### config.mk
export PLATFORM = sky130hd
export DESIGN_NAME = sprite_blitter_flat
export DESIGN_NICKNAME = d
export VERILOG_FILES = /design/src/rtl/sprite_pkg.sv /design/src/rtl/sprite_blitter_if.sv /design/src/rtl/blit_pixel_ctr.sv /design/src/rtl/sprite_blitter.sv /design/src/flat_wrapper.sv
export SDC_FILE = /design/constraint.sdc
export NUM_CORES = 1
export LEC_CHECK = 0
export ABC_CLOCK_PERIOD_IN_PS = 4360
export CAP_MARGIN = 10
export CELL_PAD_IN_SITES_DETAIL_PLACEMENT = 0
export CELL_PAD_IN_SITES_GLOBAL_PLACEMENT = 1
export CORE_MARGIN = 4
export CORE_UTILIZATION = 38
export DETAILED_ROUTE_END_ITERATION = 10
export PLACE_DENSITY = 0.88
export SYNTH_ARGS = -nofsm -noshare
export SYNTH_HDL_FRONTEND = slang
export SYNTH_SLANG_ARGS = --single-unit
### constraint.sdc
create_clock -name clk -period 4.36 [get_ports clk]
set_clock_uncertainty 0.2 [all_clocks]
set_input_delay 0.654 -clock clk [delete_from_list [all_inputs] [get_ports clk]]
set_output_delay 0.654 -clock clk [all_outputs]
set_load 0.02 [all_outputs]
### src/rtl/sprite_pkg.sv
// Shared constants, derived widths and FSM state type for the sprite blitter.
package sprite_pkg;
   localparam int SPRT_W  = 16;
   localparam int SPRT_H  = 16;
   localparam int FB_W    = 320;
   localparam int FB_H    = 240;
   localparam int ID_W    = 6;
   localparam int COLOR_W = 4;
   localparam logic [COLOR_W-1:0] TRANSP = '0;

   localparam int CRD_W   = 10;
   localparam int SCR_W   = CRD_W + 1;
   localparam int FB_AW   = 17;
   localparam int PX_W    = $clog2(SPRT_W);
   localparam int PY_W    = $clog2(SPRT_H);
   localparam int PIX_AW  = $clog2(SPRT_W * SPRT_H);
   localparam int ROM_AW  = ID_W + PIX_AW;

   typedef enum logic [2:0] {
      S_IDLE, S_FETCH, S_LATCH, S_DRAW, S_FLUSH, S_DONE
   } blit_state_t;
endpackage

### src/rtl/sprite_blitter_if.sv
// Location-buffer, sprite-ROM and frame-buffer signals of the blitter.
interface sprite_blitter_if;
   import sprite_pkg::*;

   logic                start;
   logic [CRD_W-1:0]    loc_x;
   logic [CRD_W-1:0]    loc_y;
   logic [ID_W-1:0]     loc_id;
   logic                loc_en;
   logic [ROM_AW-1:0]   rom_addr;
   logic [COLOR_W-1:0]  rom_data;
   logic                fb_we;
   logic [FB_AW-1:0]    fb_addr;
   logic [COLOR_W-1:0]  fb_wdata;
   logic                busy;
   logic                done;

   modport slave (
      input  start, loc_x, loc_y, loc_id, loc_en, rom_data,
      output rom_addr, fb_we, fb_addr, fb_wdata, busy, done
   );
   modport master (
      output start, loc_x, loc_y, loc_id, loc_en, rom_data,
      input  rom_addr, fb_we, fb_addr, fb_wdata, busy, done
   );
endinterface

### src/rtl/blit_pixel_ctr.sv
// Raster counter over the sprite: px runs fastest, py advances when px wraps.
module blit_pixel_ctr
   import sprite_pkg::*;
(
   input  logic            clk,
   input  logic            resetn,
   input  logic            i_clr,
   input  logic            i_en,
   output logic [PX_W-1:0] o_px,
   output logic [PY_W-1:0] o_py,
   output logic            o_last
);
   localparam logic [PX_W-1:0] PX_MAX = PX_W'(SPRT_W - 1);
   localparam logic [PY_W-1:0] PY_MAX = PY_W'(SPRT_H - 1);

   logic [PX_W-1:0] r_px;
   logic [PY_W-1:0] r_py;

   always_ff @(posedge clk) begin
      if (!resetn || i_clr) begin
         r_px <= '0;
         r_py <= '0;
      end else if (i_en) begin
         if (r_px == PX_MAX) begin
            r_px <= '0;
            r_py <= r_py + 1'b1;
         end else begin
            r_px <= r_px + 1'b1;
         end
      end
   end

   assign o_px   = r_px;
   assign o_py   = r_py;
   assign o_last = (r_px == PX_MAX) && (r_py == PY_MAX);
endmodule

### src/rtl/sprite_blitter.sv
// Copies one sprite from ROM into the frame buffer per start pulse, with
// transparency and right/bottom clipping; one pixel per cycle.
module sprite_blitter
   import sprite_pkg::*;
(
   input  logic            clk,
   input  logic            resetn,
   sprite_blitter_if.slave bus
);
   blit_state_t       r_state, w_next;
   logic [CRD_W-1:0]  r_x, r_y;
   logic [ID_W-1:0]   r_id;
   logic [SCR_W-1:0]  r_sx, r_sy;
   logic              r_vld;
   logic [PX_W-1:0]   w_px;
   logic [PY_W-1:0]   w_py;
   logic              w_last, w_clr, w_en, w_in_fb;

   blit_pixel_ctr u_ctr (
      .clk    (clk),
      .resetn (resetn),
      .i_clr  (w_clr),
      .i_en   (w_en),
      .o_px   (w_px),
      .o_py   (w_py),
      .o_last (w_last)
   );

   always_ff @(posedge clk) begin
      if (!resetn) r_state <= S_IDLE;
      else         r_state <= w_next;
   end

   always_comb begin
      w_next = r_state;
      w_clr  = 1'b0;
      w_en   = 1'b0;
      case (r_state)
         S_IDLE:  if (bus.start) w_next = S_FETCH;
         S_FETCH: w_next = S_LATCH;
         S_LATCH: begin
            w_clr  = 1'b1;
            w_next = bus.loc_en ? S_DRAW : S_DONE;
         end
         S_DRAW: begin
            w_en = 1'b1;
            if (w_last) w_next = S_FLUSH;
         end
         S_FLUSH: w_next = S_DONE;
         S_DONE:  w_next = S_IDLE;
         default: w_next = S_IDLE;
      endcase
   end

   always_ff @(posedge clk) begin
      if (!resetn) begin
         r_x  <= '0;
         r_y  <= '0;
         r_id <= '0;
      end else if (r_state == S_LATCH) begin
         r_x  <= bus.loc_x;
         r_y  <= bus.loc_y;
         r_id <= bus.loc_id;
      end
   end

   // Issue stage: screen coordinates travel alongside the ROM read so they
   // line up with rom_data in the following cycle.
   always_ff @(posedge clk) begin
      if (!resetn) begin
         r_vld <= 1'b0;
         r_sx  <= '0;
         r_sy  <= '0;
      end else begin
         r_vld <= (r_state == S_DRAW);
         if (r_state == S_DRAW) begin
            r_sx <= SCR_W'(r_x) + SCR_W'(w_px);
            r_sy <= SCR_W'(r_y) + SCR_W'(w_py);
         end
      end
   end

   assign w_in_fb      = (r_sx < SCR_W'(FB_W)) && (r_sy < SCR_W'(FB_H));
   assign bus.rom_addr = {r_id, w_py, w_px};
   assign bus.fb_we    = r_vld && (bus.rom_data != TRANSP) && w_in_fb;
   assign bus.fb_addr  = r_vld ? FB_AW'(FB_AW'(r_sy) * FB_AW'(FB_W) + FB_AW'(r_sx)) : '0;
   assign bus.fb_wdata = r_vld ? bus.rom_data : '0;
   assign bus.busy     = (r_state != S_IDLE);
   assign bus.done     = (r_state == S_DONE);
endmodule

### src/flat_wrapper.sv
// flat-port wrapper written by rule: the top's interface ports become plain ports
module sprite_blitter_flat import sprite_pkg::*;
  (clk, resetn, bus_start, bus_loc_x, bus_loc_y, bus_loc_id, bus_loc_en, bus_rom_data, bus_rom_addr, bus_fb_we, bus_fb_addr, bus_fb_wdata, bus_busy, bus_done);
  sprite_blitter_if bus_i ();
  input  logic clk;
  input  logic resetn;
  input wire logic [$bits(bus_i.start)-1:0] bus_start;
  input wire logic [$bits(bus_i.loc_x)-1:0] bus_loc_x;
  input wire logic [$bits(bus_i.loc_y)-1:0] bus_loc_y;
  input wire logic [$bits(bus_i.loc_id)-1:0] bus_loc_id;
  input wire logic [$bits(bus_i.loc_en)-1:0] bus_loc_en;
  input wire logic [$bits(bus_i.rom_data)-1:0] bus_rom_data;
  output wire logic [$bits(bus_i.rom_addr)-1:0] bus_rom_addr;
  output wire logic [$bits(bus_i.fb_we)-1:0] bus_fb_we;
  output wire logic [$bits(bus_i.fb_addr)-1:0] bus_fb_addr;
  output wire logic [$bits(bus_i.fb_wdata)-1:0] bus_fb_wdata;
  output wire logic [$bits(bus_i.busy)-1:0] bus_busy;
  output wire logic [$bits(bus_i.done)-1:0] bus_done;
  assign bus_i.start = bus_start;
  assign bus_i.loc_x = bus_loc_x;
  assign bus_i.loc_y = bus_loc_y;
  assign bus_i.loc_id = bus_loc_id;
  assign bus_i.loc_en = bus_loc_en;
  assign bus_i.rom_data = bus_rom_data;
  assign bus_rom_addr = bus_i.rom_addr;
  assign bus_fb_we = bus_i.fb_we;
  assign bus_fb_addr = bus_i.fb_addr;
  assign bus_fb_wdata = bus_i.fb_wdata;
  assign bus_busy = bus_i.busy;
  assign bus_done = bus_i.done;
  sprite_blitter u_core (.clk(clk), .resetn(resetn), .bus(bus_i));
endmodule
==> flow_summary.rst <==
.. list-table::
   :header-rows: 1

   * - Metric
     - Value
   * - Die area
     - 10700 sq um
   * - Final worst path period need
     - 4.18 ns
   * - First element of the critical path
     - u_core.r_sy[1]$_SDFFE_PN0P_
   * - Max Freq
     - 0.239 GHz
   * - Sequential share of the synthesized area
     - 34.6%
   * - Post-Route M1 WL
     - 3.94 mm
   * - Final setup vio count
     - 0
   * - Post-CTS Setup Repair Bufs
     - 0
   * - Number of antenna violations at the first check in global routing
     - 0
   * - Clock Tree Buf Depth
     - 2
   * - Ys flop type
     - sky130_fd_sc_hd__dfxtp_1
   * - Critical path endpoint category
     - output pin
   * - Syn Inst Count
     - 436
   * - Switching Power
     - 0.346 mW
   * - Synthesis-to-finish area growth
     - 29.0%
   * - Switching share of power
     - 25.5%
   * - Via Count
     - 3034
   * - Static leakage power
     - 1.77 nW
   * - Start of the worst register-to-register path
     - u_core.u_ctr.o_px[0]$_SDFFE_PP0P_
   * - Clock buffer count from CTS
     - 9
   * - Overall global routing resource usage
     - 15.3%
   * - Relative contribution of sequential cells to total power
     - 44.9%
   * - Area share of the largest cell type after synthesis
     - 34.6%
   * - Power density over the cells
     - 303 nW/um^2
   * - Setup slack after layout
     - 0.179 ns
   * - Non-Filler Instances
     - 613
   * - Worst slew margin relative to its limit
     - 38.9%
   * - Max VDD drop
     - 207 uV
   * - Part of the power in combinational logic
     - 15.2%
   * - Met2 WL post-DR
     - 3.35 mm
   * - Hold buffer count at CTS
     - 0
   * - Clk pwr share
     - 40.0%
   * - Critical Path RT
     - 3.51 ns
   * - Worst Tran Pin Value
     - 0.916 ns
   * - Core Box Area
     - 8810 sq um
   * - Final nets
     - 568
   * - Placed wire-length estimate
     - 5.91 mm
   * - Synthesized area
     - 3480 sq um
   * - Path depth of the worst reg2reg path
     - 8
   * - Async set-or-reset flop fraction in the synthesized netlist
     - 0%
   * - Final estimated routing congestion in global placement
     - 0.809
   * - H-tree lvl count
     - 3
   * - Number of cells on the worst hold path
     - 2
   * - Core utilization of the finished layout
     - 50.9%
   * - Syn Area/Cell
     - 7.97 sq um
   * - Diode insertion count for antenna repair
     - 0
   * - Number of placed cells counting well taps
     - 597
   * - Largest net degree at the start of global routing
     - 42
   * - Share of post-route cells with drive strength above 1
     - 5.54%
   * - Iteration count of the initial detailed-routing pass
     - 4
   * - Total Wirelength
     - 7.80 mm
   * - Mean routed wirelength per cell
     - 12.7 microns
   * - Via density per instance
     - 4.95
   * - Netlist cell types
     - 48
   * - Start point of the worst hold path
     - u_core.r_sx[2]$_SDFFE_PN0P_
   * - Clock tree from TritonCTS
     - done
   * - Vertical die dimension
     - 104 microns
   * - GRT Residual Overflow
     - 0
   * - CP Launch Type
     - flop
   * - Final ANT Viol Nets
     - 0
   * - Port buffer count
     - 71
   * - Clock transition at the registers of the reported paths
     - 0.07 ns
   * - Synthesis-stage register bit count
     - 60
   * - Worst setup path class
     - reg2out
   * - Count of flip-flops with a built-in enable after synthesis
     - 0
   * - Number of nets produced by synthesis
     - 504
   * - Int Pwr
     - 1.01 mW
   * - Place WS
     - 0.213 ns
   * - X dimension of the die
     - 104 microns
   * - Sinks on Clock Net
     - 60
   * - Via count of the first global-routing pass
     - 3015
   * - Warnings from Yosys
     - 0
   * - Cell accounting for the most synthesized area
     - sky130_fd_sc_hd__dfxtp_1
   * - Post-route fraction of the period consumed by the critical path
     - 95.9%
   * - Status
     - completed
   * - Data arrival time of the worst path
     - 3.33 ns
   * - Highest fanout seen on the critical path
     - 4
   * - Number of ports placed on the die boundary
     - 72
   * - Max-cap check violation count
     - 0
   * - Path category of the worst min-delay check
     - reg2reg
   * - Clk_lat worst skew
     - 0.34 ns
   * - Top routing layer in use
     - met4
   * - Std cell rows
     - 34
   * - Global-route wire length before repair
     - 13.9 mm
   * - Violation count after the first detailed-route iteration
     - 132
   * - Remaining design rule violation count
     - 0
   * - Final hold vios
     - 0
   * - Clock tree root driver cell
     - sky130_fd_sc_hd__clkbuf_8
   * - Initial Utilization
     - 39.5%
   * - Max-slew violation total from the final report
     - 0
   * - Leading cell types by total area after synthesis
     - sky130_fd_sc_hd__dfxtp_1, sky130_fd_sc_hd__ha_1, sky130_fd_sc_hd__nand2_1
   * - Met3 routed WL
     - 401 microns
## cell usage after synthesis (6+ instances only)
library cell               number
sky130_fd_sc_hd__nand3_1        9
sky130_fd_sc_hd__a21o_1         7
sky130_fd_sc_hd__o21ai_0       12
sky130_fd_sc_hd__or3_1          6
sky130_fd_sc_hd__ha_1          30
sky130_fd_sc_hd__a211oi_1       8
sky130_fd_sc_hd__dfxtp_1       60
sky130_fd_sc_hd__nor2_1        35
sky130_fd_sc_hd__xor2_1        13
sky130_fd_sc_hd__xnor2_1       17
sky130_fd_sc_hd__nand2_1       82
sky130_fd_sc_hd__and2_1        16
sky130_fd_sc_hd__inv_1         13
sky130_fd_sc_hd__a21oi_1       57
sky130_fd_sc_hd__clkbuf_1      12
## cell families (layout without fill, tap and decap cells)
group | Yosys count | after routing | share of synthesized area [%]
xor gates and xnor gates | 30 | 30 | 7.56
adders and majority gates | 34 | 34 | 13.1
AOI/OAI and AO/OA | 98 | 98 | 16.5
buffers and inverters | 34 | 103 | 3.85
DFF | 60 | 60 | 34.6
and+or+nand+nor | 179 | 179 | 24.1
muxes | 1 | 1 | 0.288
## registers in the layout (all words and copies together), names as in the netlist
register           flops
u_core.r_y            10
u_core.r_vld           1
u_core.r_x            10
u_core.r_sy           11
u_core.r_state         3
u_core.u_ctr.o_px      4
u_core.u_ctr.o_py      4
u_core.r_sx           11
u_core.r_id            6
## area by class of cell
cell class / instances / area, sq um
clock buffer: 12 / 145
sequential: 60 / 1200
timing repair buffer: 73 / 722
tap: 108 / 135
inverter: 14 / 52.6
fill: 852 / 4320
multi-input combinational: 342 / 2150
clock inverter: 4 / 72.6
## metrics by stage
step | total power [mW] | instance area [sq um] | hold slack [ns] | TNS (ns)
after floorplan | 0.748 | 3480 | 0.227 | 0
after global placement | 0.822 | 4260 | 0.236 | 0
after detailed placement | 0.827 | 4260 | 0.242 | 0
after CTS | 1.38 | 4480 | 0.252 | 0
after global routing | 1.43 | 4480 | 0.266 | -0.00497
final | 1.36 | 4480 | 0.247 | 0
## final timing paths
check                                 to  slack (ns)
min reg2reg  u_core.r_sx[2]$_SDFFE_PN0P_        0.25
max reg2reg  u_core.r_sx[8]$_SDFFE_PN0P_        1.98
min          u_core.r_sx[2]$_SDFFE_PN0P_        0.25
max                      bus_fb_addr[16]        0.18
## power groups by stage
stage / registers, mW / logic [mW] / clock network (mW)
after floorplan: 0.612 / 0.136 / 0
after global placement: 0.619 / 0.203 / 0
after detailed placement: 0.621 / 0.206 / 0
after CTS: 0.608 / 0.208 / 0.560
after global routing: 0.613 / 0.233 / 0.585
final: 0.609 / 0.206 / 0.542
## metal layers
layer / global-route usage (%) / up-vias
met5: 0 / -
met3: 3.42 / 9
met2: 24.1 / 55
met4: 7.50 / 0
li1: - / 1620
met1: 19.9 / 1350
## worst max-delay path: stages (launching register included)
cell	delay, ns
sky130_fd_sc_hd__dfxtp_1	0.41
sky130_fd_sc_hd__ha_1	0.26
sky130_fd_sc_hd__ha_1	0.23
sky130_fd_sc_hd__fa_1	0.44
sky130_fd_sc_hd__ha_1	0.35
sky130_fd_sc_hd__a21oi_1	0.25
sky130_fd_sc_hd__a21boi_2	0.12
sky130_fd_sc_hd__and2_1	0.18
sky130_fd_sc_hd__a211o_1	0.30
sky130_fd_sc_hd__a21oi_2	0.12
sky130_fd_sc_hd__dlygate4sd2_1	0.34
## timing repair
| item | in CTS | in global routing |
|---|---|---|
| setup endpoints to repair | 3 | 2 |
| endpoints found under the hold margin | 0 | 0 |
| gates resized for setup | 5 | 4 |
## cell usage in the layout, fill, tap and decap left out, types with 2 or more instances in the layout
cell type                         instances
sky130_fd_sc_hd__a211oi_1                 8
sky130_fd_sc_hd__a21o_1                   7
sky130_fd_sc_hd__a21oi_1                 57
sky130_fd_sc_hd__and2_1                  16
sky130_fd_sc_hd__and3_1                   5
sky130_fd_sc_hd__and4_4                   2
sky130_fd_sc_hd__buf_4                    2
sky130_fd_sc_hd__bufinv_16                2
sky130_fd_sc_hd__clkbuf_1                 2
sky130_fd_sc_hd__clkbuf_8                10
sky130_fd_sc_hd__clkdlybuf4s50_1         68
sky130_fd_sc_hd__dfxtp_1                 60
sky130_fd_sc_hd__fa_1                     4
sky130_fd_sc_hd__ha_1                    30
sky130_fd_sc_hd__inv_1                   13
sky130_fd_sc_hd__nand2_1                 82
sky130_fd_sc_hd__nand3_1                  9
sky130_fd_sc_hd__nand4_1                  4
sky130_fd_sc_hd__nor2_1                  34
sky130_fd_sc_hd__nor2b_1                  5
sky130_fd_sc_hd__nor3_1                   4
sky130_fd_sc_hd__nor3b_1                  2
sky130_fd_sc_hd__o211ai_1                 3
sky130_fd_sc_hd__o21ai_0                 11
sky130_fd_sc_hd__o21ai_1                  2
sky130_fd_sc_hd__or3_1                    6
sky130_fd_sc_hd__xnor2_1                 17
sky130_fd_sc_hd__xor2_1                  12
Power figures use the tool's default switching activity.
